[config.mk]
export PLATFORM = sky130hd
export DESIGN_NAME = mem_access_ctrl
export DESIGN_NICKNAME = d
export VERILOG_FILES = /design/src/rtl/mem_access_ctrl_pkg.sv /design/src/rtl/mem_perf_cnt.sv /design/src/rtl/mem_access_ctrl.sv
export SDC_FILE = /design/constraint.sdc
export NUM_CORES = 1
export LEC_CHECK = 0
export ABC_AREA = 1
export BUFFER_PORTS_ARGS = -buffer_cell sky130_fd_sc_hd__clkbuf_2
export CORE_UTILIZATION = 45
export CTS_CLUSTER_SIZE = 28
export DETAILED_ROUTE_END_ITERATION = 6
export PLACE_DENSITY = 0.8
export SETUP_SLACK_MARGIN = 0.2
export SLEW_MARGIN = 20
export SYNTH_ARGS = -nofsm -noshare
export SYNTH_HDL_FRONTEND = slang
export SYNTH_SLANG_ARGS = --single-unit
[constraint.sdc]
create_clock -name clk -period 1.85 [get_ports clk]
set_input_delay 0.2775 -clock clk [delete_from_list [all_inputs] [get_ports clk]]
set_output_delay 0.2775 -clock clk [all_outputs]
set_load 0.005 [all_outputs]
[src/rtl/mem_access_ctrl_pkg.sv]
// Shared types and constants for the MEM-stage data bus access controller.
package mem_access_ctrl_pkg;

    typedef enum logic [1:0] {
        MACC_IDLE = 2'b00,
        MACC_REQ  = 2'b01,
        MACC_WAIT = 2'b10,
        MACC_DONE = 2'b11
    } macc_state_t;

    localparam logic [1:0] MEM_SIZE_BYTE = 2'b00;
    localparam logic [1:0] MEM_SIZE_HALF = 2'b01;
    localparam logic [1:0] MEM_SIZE_WORD = 2'b10;

    // A data_ok only ends the transaction while one is outstanding; in REQ it needs addr_ok too.
    function automatic logic bus_complete(macc_state_t s, logic addr_ok, logic data_ok);
        return ((s == MACC_REQ) && addr_ok && data_ok) || ((s == MACC_WAIT) && data_ok);
    endfunction

endpackage

[src/rtl/mem_perf_cnt.sv]
// Free-running 32-bit access and stall-cycle counters, wrapping at 2^32.
module mem_perf_cnt (
    input  logic        clk,
    input  logic        rst,
    input  logic        acc_inc,
    input  logic        wait_inc,
    output logic [31:0] acc_cnt,
    output logic [31:0] wait_cnt
);

    always_ff @(posedge clk) begin
        if (rst) begin
            acc_cnt  <= '0;
            wait_cnt <= '0;
        end else begin
            if (acc_inc)  acc_cnt  <= acc_cnt + 32'd1;
            if (wait_inc) wait_cnt <= wait_cnt + 32'd1;
        end
    end

endmodule

[src/rtl/mem_access_ctrl.sv]
// Sequences MEM-stage loads/stores onto the req/addr_ok/data_ok data bus.
// Optional MEM_ACC_PERF_EN adds perf_acc_cnt/perf_wait_cnt outputs.
module mem_access_ctrl
    import mem_access_ctrl_pkg::*;
#(
    parameter int ADDR_W = 32,
    parameter int DATA_W = 32
) (
    input  logic                clk,
    input  logic                rst,
    input  logic                mem_req,
    input  logic                mem_wr,
    input  logic [1:0]          mem_size,
    input  logic [ADDR_W-1:0]   mem_addr,
    input  logic [DATA_W/8-1:0] mem_wsel,
    input  logic [DATA_W-1:0]   mem_wdata,
    input  logic                mem_exc,
    input  logic                flush,
    input  logic                pipe_hold,
    output logic [DATA_W-1:0]   mem_rdata,
    output logic                mem_stall,
    output logic                data_req,
    output logic                data_wr,
    output logic [1:0]          data_size,
    output logic [ADDR_W-1:0]   data_addr,
    output logic [DATA_W/8-1:0] data_wstrb,
    output logic [DATA_W-1:0]   data_wdata,
    input  logic                data_addr_ok,
    input  logic                data_data_ok,
    input  logic [DATA_W-1:0]   data_rdata
`ifdef MEM_ACC_PERF_EN
    ,
    output logic [31:0]         perf_acc_cnt,
    output logic [31:0]         perf_wait_cnt
`endif
);

    macc_state_t state, state_nxt;
    logic        drop;
    logic        issue;
    logic        accepted;
    logic        drop_now;
    logic        cap_rdata;

    always_ff @(posedge clk) begin
        if (rst) state <= MACC_IDLE;
        else     state <= state_nxt;
    end

    always_comb begin
        state_nxt = state;
        case (state)
            MACC_IDLE: if (issue) state_nxt = MACC_REQ;
            MACC_REQ: begin
                if (data_addr_ok && data_data_ok) state_nxt = drop_now ? MACC_IDLE : MACC_DONE;
                else if (data_addr_ok)            state_nxt = MACC_WAIT;
            end
            MACC_WAIT: if (data_data_ok) state_nxt = drop_now ? MACC_IDLE : MACC_DONE;
            MACC_DONE: if (flush || !pipe_hold) state_nxt = MACC_IDLE;
            default:   state_nxt = MACC_IDLE;
        endcase
    end

    always_comb begin
        data_req  = (state == MACC_REQ);
        mem_stall = mem_req && !mem_exc && !flush && (state != MACC_DONE);
        issue     = (state == MACC_IDLE) && mem_req && !mem_exc && !flush;
        accepted  = bus_complete(state, data_addr_ok, data_data_ok);
        // A flush arriving in the same cycle as data_ok must drop that result too.
        drop_now  = drop || flush;
        cap_rdata = accepted && !data_wr && !drop_now;
    end

    always_ff @(posedge clk) begin
        if (rst) begin
            data_wr    <= 1'b0;
            data_size  <= '0;
            data_addr  <= '0;
            data_wstrb <= '0;
            data_wdata <= '0;
        end else if (issue) begin
            data_wr    <= mem_wr;
            data_size  <= mem_size;
            data_addr  <= mem_addr;
            data_wstrb <= mem_wsel;
            data_wdata <= mem_wdata;
        end
    end

    always_ff @(posedge clk) begin
        if (rst)            mem_rdata <= '0;
        else if (cap_rdata) mem_rdata <= data_rdata;
    end

    always_ff @(posedge clk) begin
        if (rst)            drop <= 1'b0;
        else if (accepted)  drop <= 1'b0;
        else if (flush && (state == MACC_REQ || state == MACC_WAIT)) drop <= 1'b1;
    end

`ifdef MEM_ACC_PERF_EN
    mem_perf_cnt u_perf (
        .clk      (clk),
        .rst      (rst),
        .acc_inc  (accepted),
        .wait_inc (mem_stall),
        .acc_cnt  (perf_acc_cnt),
        .wait_cnt (perf_wait_cnt)
    );
`endif

endmodule
# Yosys cells after proc, flatten, opt, wreduce, memory -nomap -nowiden
# Index checks and enable logic that the tools add are counted.
# word_totals
regBits	106
inputBits	111
out_inout_bits	105
wordCells	48
# op_classes
eq_ne	8
mux	7
n_reduce_logical	25
# op_table
operator	n
1-bit logical AND	13
2-bit two-way mux	6
2-bit inequality test, second input constant	4
2-bit one-hot mux with 4 select lines	1
1-bit zero test	5
2-bit == test, second input constant	2
1-bit logical OR	4
4-bit AND reduction	1
3-bit by 1-bit inequality test with 1-bit output, second input constant	1
2-bit by 1-bit == test with 1-bit output, second input constant	1
2-bit zero test	1
2-bit OR reduction	1

# Longest topological paths before layout
# logic_depth
ltp_word	6
ltp_mapped	9
mapped_depth_nobuf	9

# Least setup slack after synthesis
# Ideal clock, no wire load.
# synth_timing
kind	register -> register
startpoint	register state[1]
endpoint	register mem_rdata[10]
setup_time_ps	132
arrival_ps	1287
required_time_ps	1718
slack_ps	430
stages_incl_launch_ff	9
path_buffers	1
period_less_slack_ps	1420
cell_sequence	dfxtp_1 inv_1 ha_1 nand2_2 a21oi_4 nand2_4 buf_6 nand2_1 a21oi_1
# synth_via
elab_chain_cells	6
word_cells_on_any_way	8
cone_classes	eq/ne: 2; reduce/logical: 6
# synth_lines
element	line	source
from (decl)	mem_access_ctrl.sv:38	macc_state_t state, state_nxt;
from (signal assigned)	mem_access_ctrl.sv:47	else state <= state_nxt;
2-bit by 1-bit == test with 1-bit output	--	
via data_req	mem_access_ctrl.sv:22	output logic data_req,
1-bit logical AND (2 in series)	mem_access_ctrl_pkg.sv:17	return ((s == MACC_REQ) && addr_ok && data_ok) || ((s == MACC_WAIT) && data_ok);
1-bit logical OR	mem_access_ctrl_pkg.sv:17	
1-bit logical AND (2 in series)	mem_access_ctrl.sv:71	cap_rdata = accepted && !data_wr && !drop_now;
to (signal assigned)	mem_access_ctrl.sv:92	else if (cap_rdata) mem_rdata <= data_rdata;
to (decl)	mem_access_ctrl.sv:20	output logic [DATA_W-1:0] mem_rdata,
# The timed path passes the listed nets, and every way through them passes these cells.
# A chain may end at the register's enable or synchronous reset.

# Worst setup path in the final report
# layout_timing
startpoint	register state[1]
endpoint	register mem_rdata[13]
# layout_via
elab_chain_cells	6
word_cells_on_any_way	8
cone_classes	eq/ne: 2; reduce/logical: 6
# layout_lines
element	line
2-bit by 1-bit == test with 1-bit output	mem_access_ctrl_pkg.sv:17
1-bit logical AND (2 in series)	mem_access_ctrl_pkg.sv:17
1-bit logical OR (*)	mem_access_ctrl_pkg.sv:17
1-bit logical AND (*) (2 in series)	mem_access_ctrl.sv:71
# Every way passes the cells marked *; elsewhere a longest branch is shown, timed or not.

==> impl_metrics.ini <==
[yosys]
synthDistinctLibCells = 23
muxShareOfSynthArea_pct = 0
synth_area_per_cell_um2 = 8.16
synthTopCellsByCount = dfxtp_1 (106), a21oi_1 (104), inv_1 (79), o21ai_0 (61), nand2_1 (45)
synthSimpleGateAreaFrac_pct = 10.7
synth_top_area_share_pct = 52.1
syn-instance-count = 499
synth_compound_area_share_pct = 22.1
syn_nets = 614
synth_ff_type = dfxtp_1
synth_adder_area_share_pct = 1.23
synth_top_family_by_area = compound AO/OA/AOI/OAI gates
yosys-top-cells-area = dfxtp_1 (52%), a21oi_1 (13%), o21ai_0 (7.5%)
ys_seq_elements = 106
synth-xor-area-share_pct = 0
synth-async-reset-ratio_pct = 0
synth_seq_area_share_pct = 52.1
syn_area_um2 = 4070
synthMostInstantiatedCell = dfxtp_1
yosysTopAreaCell = dfxtp_1
yosys_warnings = 0
synth-edff-count = 0

[floorplan]
dieArea_um2 = 9440
num_rows = 34
chipHeight_um = 97.1
initial_core_util_pct = 46.7
pin_count = 216
dieWidth_um = 97.1
fp.coreArea_um2 = 8720

[route]
wire_per_inst_um = 12.1
dr_total_vias = 3878
drt_iter0_markers = 115
drcViolationCount = 0
drtPass1Iterations = 4
wirelength_um = 9820
via_per_inst = 4.78
ant_nets = 0

[sta]
period_needed_ps = 1490
rsz0062_at_grt = no
finClkSkew_ps = 11.9
hold_viol_final = 0
tns_ps = 0
max_freq_mhz = 672
slew_violations = 0
fin_hold_ws_ps = 169
setup_viol = 0
worst_slew_pin_slew_ps = 334
fin_crit_sh_pct = 80.4
maxSlewHeadroom_pct = 77.7

[status]
status = finished clean

[worst_setup_path]
r2r_slack_ps = 360
start_kind = register
rr_worst_depth = 7
arrival_ps = 1710
r2r_end = mem_rdata[13]$_SDFFE_PP0P_
r2r-start = state[1]$_SDFFE_PP0P_
cp_max_fo = 32
critPathRequiredTime_ps = 2070
path_class = reg2reg
worst_setup_path_end_kind = register

[clock_network]
cts_tree = yes
ctsHoldBuffers = 0
clk_pin_slew_ps = 100
clkLatencyLatePin_ps = 350
cts_buffer_depth = 2
cts_sinks = 106
cts_root_buffer = clkbuf_8
htreeDepth = 3
cts_buffers = 9

[place]
port_buffers = 215
routabilityCongestion = 0.786
hpwl_um = 7210

[hold_path]
hold_class = in2reg
whs_endpoint = mem_rdata[28]$_SDFFE_PP0P_
worstHoldStart = data_rdata[28]
hold_depth = 3

[run]
cap_violations = 0

[power_and_ir_drop]
switching_power_mw = 1.63
p_seq_share_pct = 49.1
internal-power_mw = 3.80
sw_frac_of_total_pct = 29.9
powerDensity_nw_per_um2 = 1010
total_power_mw = 5.43
combPwrFrac_pct = 24.3
p_leak_nw = 2.45
peakVddDrop_v = 0.000544
clockPowerShare_pct = 26.7

[grt]
first_global_vias = 3559
grt_pass1_wl_um = 16100
grt_max_degree = 85
grt_antenna_before_repair = 0
overflow = 0
grt_use_total_pct = 20.8

[cells_and_area]
nNetsFinal = 814
diodes = 0
syn_to_final_growth_pct = 31.8
drive_gt1_share_pct = 35.0
[power by group through the flow]
stage               clock network [mW]  registers, mW  logic [mW]
global route                      1.61           2.70        1.50
CTS                               1.50           2.66        1.30
global placement                     0           2.70        1.26
finish                            1.45           2.66        1.32
detailed placement                   0           2.71        1.29
floorplan                            0           2.72       0.845
[cells in the final DEF, fill, tap and decap left out, types with 4 or more instances in the layout]
master / synthesis / routed
a21oi_1: 104 / 104
nand3_1: 32 / 32
dfxtp_1: 106 / 106
buf_4: 1 / 4
clkbuf_2: 0 / 215
o21ai_1: 10 / 10
nor2_1: 12 / 12
clkbuf_8: 0 / 11
nand2_1: 45 / 45
o21ai_0: 61 / 61
inv_1: 79 / 79
[what timing repair did]
action / in CTS / in global routing
resized for setup: 0 / 3
setup endpoints to repair: 0 / 28
buffers inserted: 0 / 0
endpoints found under the hold margin: 0 / 0
[area by class of cell]
type	count	area (um2)
sequential	106	2120
fill	789	3350
inverter	80	300
multi-input combinational	278	1400
clock inverter	3	47.5
tap	108	135
clock buffer	12	155
timing repair buffer	224	1210
[registers in the layout, indices dropped and copies added (netlist names)]
register,count
drop,1
data_addr,32
data_wdata,32
state,2
data_wr,1
mem_rdata,32
data_wstrb,4
data_size,2
[cells by family (layout without fill, tap and decap cells)]
kind of cell | Yosys count | in the layout
compound gates | 177 | 177
fa+ha+maj | 4 | 4
buf+inv | 115 | 319
flops | 106 | 106
simple gates | 97 | 97
[routing by layer]
layer,vias up,share of wire [%],GRT usage (%)
li1,2007,-,-
met1,1692,40,25.2
met2,159,50,35.1
met3,20,7.9,5.68
met4,0,2.3,8.27
met5,-,0,0
[how the worst max path moves through the flow]
| stage | to | start | cells after the start |
|---|---|---|---|
| 2_1_floorplan | mem_rdata[10]$_SDFFE_PP0P_ | state[1]$_SDFFE_PP0P_ | 8 |
| 3_3_place_gp | mem_rdata[7]$_SDFFE_PP0P_ | state[1]$_SDFFE_PP0P_ | 7 |
| 3_5_place_dp | mem_rdata[13]$_SDFFE_PP0P_ | state[1]$_SDFFE_PP0P_ | 7 |
| 4_1_cts | mem_rdata[13]$_SDFFE_PP0P_ | state[1]$_SDFFE_PP0P_ | 7 |
| 5_1_grt | data_wdata[10]$_SDFFE_PP0P_ | state[0]$_SDFFE_PP0P_ | 6 |
| 6_report | mem_rdata[13]$_SDFFE_PP0P_ | state[1]$_SDFFE_PP0P_ | 7 |
[critical path: stages (launching register included)]
cell	delay, ps
dfxtp_1	340
inv_1	100
ha_2	240
nand2_2	80
a21oi_4	180
nand2_4	230
nand2_1	130
a21oi_1	70
[per-stage QoR]
step,utilization (%),std cells,instance area [um2],worst slack [ps]
floorplan,-,499,4070,430
global placement,58.8,795,5120,395
detailed placement,58.8,795,5120,288
CTS,61.1,810,5330,260
global route,61.5,811,5370,203
finish,61.5,811,5370,362
Note: power is estimated with default switching activity, not from simulation.
